`src/rtl/seq_fsm.sv`:
```
// rtl/seq_fsm.sv - one-hot S0..S10 program sequencer with stall, completion status and run counter
// Optional single-step gating of S1..S9 under macro SEQ_FSM_SINGLE_STEP_EN.
module seq_fsm #(
  parameter int COUNT_W = 8
) (
  input  logic               clk,
  input  logic               rst_n,
  input  logic               start,
  input  logic               hold,
`ifdef SEQ_FSM_SINGLE_STEP_EN
  input  logic               step,
`endif
  output logic [10:0]        state,
  output logic [10:0]        next_state,
  output logic               busy,
  output logic               done,
  output logic [COUNT_W-1:0] run_count,
  output logic               illegal
);

  typedef enum logic [10:0] {
    S0  = 11'h001,
    S1  = 11'h002,
    S2  = 11'h004,
    S3  = 11'h008,
    S4  = 11'h010,
    S5  = 11'h020,
    S6  = 11'h040,
    S7  = 11'h080,
    S8  = 11'h100,
    S9  = 11'h200,
    S10 = 11'h400
  } state_t;

  logic [10:0] state_q;
  logic [10:0] state_n;
  logic        advance;
  logic        legal;
  logic        complete;

`ifdef SEQ_FSM_SINGLE_STEP_EN
  assign advance = ~hold & step;
`else
  assign advance = ~hold;
`endif

  // A word with exactly one bit set is a legal state.
  assign legal = (state_q != 11'd0) && ((state_q & (state_q - 11'd1)) == 11'd0);

  always_comb begin
    state_n = S0;
    case (state_q)
      S0:      state_n = start   ? S1  : S0;
      S1:      state_n = advance ? S2  : S1;
      S2:      state_n = advance ? S3  : S2;
      S3:      state_n = advance ? S4  : S3;
      S4:      state_n = advance ? S5  : S4;
      S5:      state_n = advance ? S6  : S5;
      S6:      state_n = advance ? S7  : S6;
      S7:      state_n = advance ? S8  : S7;
      S8:      state_n = advance ? S9  : S8;
      S9:      state_n = advance ? S10 : S9;
      S10:     state_n = start   ? S1  : S0;
      default: state_n = S0;
    endcase
  end

  // Exact-match decode keeps busy/done low for any non-one-hot word.
  always_comb begin
    busy = 1'b0;
    done = 1'b0;
    case (state_q)
      S1, S2, S3, S4, S5, S6, S7, S8, S9: busy = 1'b1;
      S10:                                done = 1'b1;
      default: ;
    endcase
  end

  assign complete = (state_q == S9) && advance;

  always_ff @(posedge clk or negedge rst_n) begin
    if (!rst_n) begin
      state_q   <= S0;
      run_count <= '0;
      illegal   <= 1'b0;
    end else begin
      state_q <= state_n;
      if (complete)
        run_count <= run_count + 1'b1;
      if (!legal)
        illegal <= 1'b1;
    end
  end

  assign state      = state_q;
  assign next_state = state_n;

endmodule

```
`config.mk`:
```
export PLATFORM = sky130hd
export DESIGN_NAME = seq_fsm
export DESIGN_NICKNAME = d
export VERILOG_FILES = /design/src/rtl/seq_fsm.sv
export SDC_FILE = /design/constraint.sdc
export NUM_CORES = 1
export LEC_CHECK = 0
export ABC_AREA = 1
export CAP_MARGIN = 5
export CORE_ASPECT_RATIO = 1.75
export CORE_MARGIN = 2
export CORE_UTILIZATION = 49
export DETAILED_ROUTE_END_ITERATION = 8
export GPL_TIMING_DRIVEN = 0
export HOLD_SLACK_MARGIN = 0.03
export PLACE_DENSITY = 0.84
export SLEW_MARGIN = 20
export SYNTH_ARGS = -nofsm -noshare
export SYNTH_HDL_FRONTEND = slang
export SYNTH_SLANG_ARGS = --single-unit
```
`constraint.sdc`:
```
create_clock -name clk -period 3.65 [get_ports clk]
set_input_delay 0.73 -clock clk [delete_from_list [all_inputs] [get_ports clk]]
set_output_delay 0.73 -clock clk [all_outputs]
set_load 0.03 [all_outputs]
```
== After elaboration in Yosys (flattened, before gate mapping) ==
Index checks and enable logic that the tools add are counted.
Word-level totals
  flip-flop bits (word level): 20
  output and inout bits: 33
  word-level logic and storage cells: 37
Operators by class
  add/sub/neg operators: 2
  eq/ne operators: 11
  multiplexer cells: 13
  bitwise operators: 2
  reduce and logical (&&, ||, !) cells: 6
Operators with widths (number)
  $pmux 11 s10: 1
  $and 11x11->11: 1
  $eq 11x1->1 const B: 1
  $eq 11x10->1 const B: 1
  $eq 11x11->1 const B: 1
  $eq 11x2->1 const B: 1
  $eq 11x3->1 const B: 1
  $eq 11x4->1 const B: 1
  $eq 11x5->1 const B: 1
  $eq 11x6->1 const B: 1
  $eq 11x7->1 const B: 1
  $eq 11x8->1 const B: 1
  $eq 11x9->1 const B: 1
  $logic_not 11->1: 1
  $mux 11: 1
  $reduce_bool 11->1: 1
  $sub 11x1->11 const B: 1
  $mux 10: 1
  $mux 9: 1
  $reduce_or 9->1: 1
  $add 8x1->8 const B: 1
  $mux 8: 1
  $mux 7: 1
  $mux 6: 1
  other kinds (8): 10

== Depth between registers and ports, before layout ==
  depth after elaboration: 4
  gate-level depth with buffers: 8
  depth with buffers taken out: 8

== Worst setup path after synthesis ==
Ideal clock, no wire load.
  kind: reg-to-output
  start point: register state_q[9], in the netlist state[9]
  end point: output next_state[2]
  arrival time: 1.750 ns
  data required time: 2.920 ns
  setup slack: 1.170 ns
  cell stages (with the launch flop): 6
  path through: dfrtp_1 > nor2_1 > nand2_1 > inv_1 > nand3_1 > o21ai_0
Between the ends
  cells in the longest elaborated chain, start to end: 3
  elaborated cells on any way between the ends: 13
RTL lines
  start: declaration: RTL line 35  | logic [10:0] state_q;
  start signal: assignment: RTL line 87  | state_q <= state_n;
  $eq 11x11->1 / $eq 11x1->1 (equally long branches): RTL line 52  | case (state_q)
  $reduce_or 2->1 (no source line)
  $pmux 11 s10 (*): RTL line 52
  end: declaration: RTL line 14  | output logic [10:0] next_state,
Mark *: on every way between the ends. The rest lies on a longest branch, timed or not.

== Worst setup path after layout ==
  start point: input hold
  end point: output next_state[9]
Between the ends
  cells in the longest elaborated chain, start to end: 2
  elaborated cells on any way between the ends: 3
RTL lines
  start: declaration: RTL line 9  | input logic hold,
  $mux 11 / $mux 10 (equally long branches): RTL line 62, 61
  $pmux 11 s10 (*): RTL line 52
Marked as above.

==> impl.org <==
** CTS
- H-tree level count :: 1
- Counting along the longest clock path gives a buffer depth of 2.
- In this run, post-CTS hold repair placed 0 buffers.
- Clock tree from TritonCTS :: done
- Clock buffers created by TritonCTS :: 3
- The root buffer cell chosen for the clock tree is clkbuf_8.
- # clock sinks :: 20
- Post-CTS setup buffer count :: 0
- Clock-pin slew of the registers on the worst-case setup and hold paths :: about 70 ps
- Resize count post-CTS :: 0
- At the later pin of the worst-skew pair, clock insertion delay measures 250 ps.

** Setup path
- Worst Setup End Kind :: output pin
- Along the worst path, the maximum fanout reaches 10.
- Launch point of the worst path :: hold
- Critical Path Source Type :: input pin
- The startpoint identified for the worst register-to-register timing path is state[9]$_DFF_PN0_.
- Slowest CP cell :: clkdlybuf4s50_1
- Walking the worst path, the cells encountered are clkdlybuf4s50_1 -> inv_1 -> clkbuf_1 -> nand3_1 -> o21ai_1 -> clkdlybuf4s50_1.
- By startpoint and endpoint, the worst setup path is classified as in -> out.
- In this design, the stage delay of the slowest critical-path cell is around 700 ps.
- Most frequent cell on the critical path :: clkdlybuf4s50_1
- Data on the critical path is required at its endpoint by ~2900 ps.
- Data arrival time of the worst path :: approximately 2700 ps

** Drt
- Via-to-Cell Ratio :: roughly 5
- Number of DRC markers in iteration 0 :: 24
- The final route contains around 1.1k vias.
- In the final routed layout, each cell accounts on average for 12.3 um.
- After detailed routing, the number of remaining DRC violations is 0.
- Number of iterations in the first detailed-routing pass :: 4
- Total Wirelength :: 2.76 mm
- The detail route stage leaves a number of antenna-violating nets equal to 0.

** Yosys
- Cells after synthesis :: around 160
- Synthesized net count :: 164
- Part of the Yosys area used for sequential elements :: 42.7%
- In this run, synthesis produced a sequential element count of 20.
- Fraction of synthesized area in multiplexers :: 0%
- Yosys Warn Count :: 0
- Summing the areas of all fa, ha and maj instances in the mapped netlist gives approximately 1.1% of the synthesized area.
- A synthesized cell averages 7.39 um^2.
- Post-synthesis xor/xnor area fraction :: 5.22%
- Counting flops with a built-in enable in the synthesized netlist gives 0.
- Compound-cell area share of the yosys netlist :: 6.92%
- Leading register cell type out of synthesis :: dfrtp_1
- Mapped Area :: 1170 um^2
- By area, the combinational part of the netlist is dominated by simple AND/OR/NAND/NOR gates.
- Proportion of register bits with asynchronous set or reset after synthesis :: 100%
- Post-Synth Simple-Gate Area :: between 30% and 40%
- The synthesized netlist contains 25 unique library cells.

** Timing
- The count of endpoints failing hold in the final timing report is 0.
- For this run, the top clock speed supported by timing is slightly below 300 MHz.
- RSZ-0062 raised after global routing :: false
- Worst Max-Slew Pin Slew :: between 900 and 1000 ps
- On the final layout, the worst clock skew is between 1 and 1.5 ps.
- The number of slew-limit violations in the final report is 0.
- Aggregate negative setup slack :: 0 ps
- Slew margin rel. :: 39.5%
- Setup violations remaining at the end of the flow were counted as 0.
- Time the final worst path needs with I/O delays and setup :: 3470 ps
- Period utilisation layout :: a little over nine tenths

** Hold path
- The path class of the tightest hold or removal check is reg -> reg.
- Hold path startpoint :: run_count[4]$_DFFE_PN0P_

** Floorplan
- Area of the core region :: about 2300 um^2
- Top-Level Pins :: 37
- Row generation in the floorplan step produced 23 rows.
- From left edge to right edge, the die measures between 40 and 50 um.
- Once the floorplan was initialized, standard cells occupied about 52% of the core.
- Measured along the y axis, the die boundary spans 68.8 um.
- Die Area :: approximately 2800 um^2

** Power and ir drop
- VDD sags by at most 0.000396 V.
- Pwr Density :: roughly 500 nW/um^2
- Total leakage power :: between 0.0007 and 0.0008 uW

** Finish
- Cells fill 72.0% of the core in the end.
- Net count of the finished layout :: 205
- 0 antenna diodes ended up in the layout.
- Of the cells placed in the final design, the portion with a size suffix greater than 1 is under 10%.
- Layout overhead on the synthesized area :: 39.4%

** Global routing
- Entering global routing, the biggest net connects 21 pins.
- The first global-routing pass estimated approximately 4.3 mm of wire.
- Via count of the first global-routing pass :: approximately 1.1k
- For this run the aggregate overflow at the end of global routing stands at 0.
- All-layer global routing usage :: between 20% and 30%
- The initial antenna violation count was 0.

** Flow run
- The tool flagged a number of max-cap violations equal to 0.

** Place
- Routability-driven placement finished with a final weighted congestion of ~0.77.
- Summed over all nets, the half-perimeter wirelength after detailed placement is between 2 and 2.5 mm.
- Number of input and output port buffers inserted :: 36

** Outcome
- The run finished with clean final reports.
[metal layers]
| layer | wire [um] | part of all wire, % | GRT usage [%] |
|---|---|---|---|
| met1 | 966 | 35 | 21.7 |
| met3 | 141 | 5.1 | 3.53 |
| met5 | 0 | 0 | 0 |
| met2 | 1640 | 60 | 44.1 |
| met4 | 6 | 0.22 | 5.00 |
[kinds of logic (layout without fill, tap and decap cells)]
family	Yosys count	count (layout)
simple gates	90	90
xor+xnor	7	7
fa+ha+maj	1	1
compound gates	16	16
buf+inv	25	65
flops	20	20
[power breakdown]
part / internal [uW] / switching [uW] / leakage, uW / total [uW]
logic: 121 / 220 / 0.000494 / 341
registers: 240 / 18.6 / 0.000254 / 259
clock network: 146 / 71.9 / 0.0000357 / 218
[final timing paths]
kind                            slack, ps                       end  cells past startpoint
max in group asynchronous            2120        state[9]$_DFF_PN0_                      1
worst min register to register        530  run_count[4]$_DFFE_PN0P_                      1
worst max register to register       2140        state[0]$_DFF_PN1_                      8
worst min-delay path                  530  run_count[4]$_DFFE_PN0P_                      1
worst max-delay path                  180             next_state[9]                      6
min in group asynchronous             980  run_count[4]$_DFFE_PN0P_                      1
[stage by stage]
step / hold WS, ps / total power [uW] / std cells / area, um^2 / setup WS [ps]
final: 532 / 818 / 224 / 1640 / 178
after global placement: 501 / 594 / 220 / 1570 / 197
after CTS: 532 / 828 / 224 / 1640 / 170
after global routing: 558 / 866 / 224 / 1640 / 17.8
after floorplan: 434 / 489 / 159 / 1170 / 1170
after detailed placement: 519 / 604 / 220 / 1570 / 178
[state kept, by name, indices dropped and copies added (netlist names)]
register   flops
illegal        1
run_count      8
state         11
[synth_stat cells, types with 2 or more instances]
master   number  share of area, %
xor2_1        4               3.0
nand2_1      43                14
nand3_1      12               5.1
nand2_2       2               1.1
nor2_2        3               1.6
o21ai_1      12               5.1
xnor2_1       3               2.2
inv_1        22               7.0
dfrtp_1      19                40
nor2_1       18               5.8
nor3_1        5               2.1
nand4_1       2               1.1
a21oi_1       2              0.85
[critical path: cells and delay by family]
kind                   cells  cell delay (ps)
buffers and inverters      4             1750
AND/OR/NAND/NOR            1              130
AO/OA/AOI/OAI              1              120
[layout make-up]
class / instances / area [um^2]
plain buffers: 1 / 3.75
clock buffers: 3 / 41.3
clock inverters: 1 / 30.0
fillers: 199 / 636
inverters: 24 / 95.1
multi-input cells: 114 / 574
flip-flops and latches: 20 / 502
well taps: 25 / 31.3
repair buffers: 36 / 360
[placed cells by master, fill, tap and decap left out]
master            n
o21ai_1          12
xnor2_1           3
nand3_1          12
nand2_1          43
nor2_8            1
clkinv_4          1
nand3_4           1
nand4_1           2
bufinv_16         1
nor2_1           18
o21ai_0           1
nor2_2            3
a21oi_1           2
o22ai_1           1
clkbuf_8          3
nand2b_1          1
dfstp_2           1
xor2_1            4
ha_1              1
nor2_4            1
and3_1            1
inv_2             1
clkbuf_1          1
dfrtp_1          19
clkdlybuf4s50_1  36
nor3_1            5
nand2_2           2
inv_1            22
(Power assumes the default switching activity.)
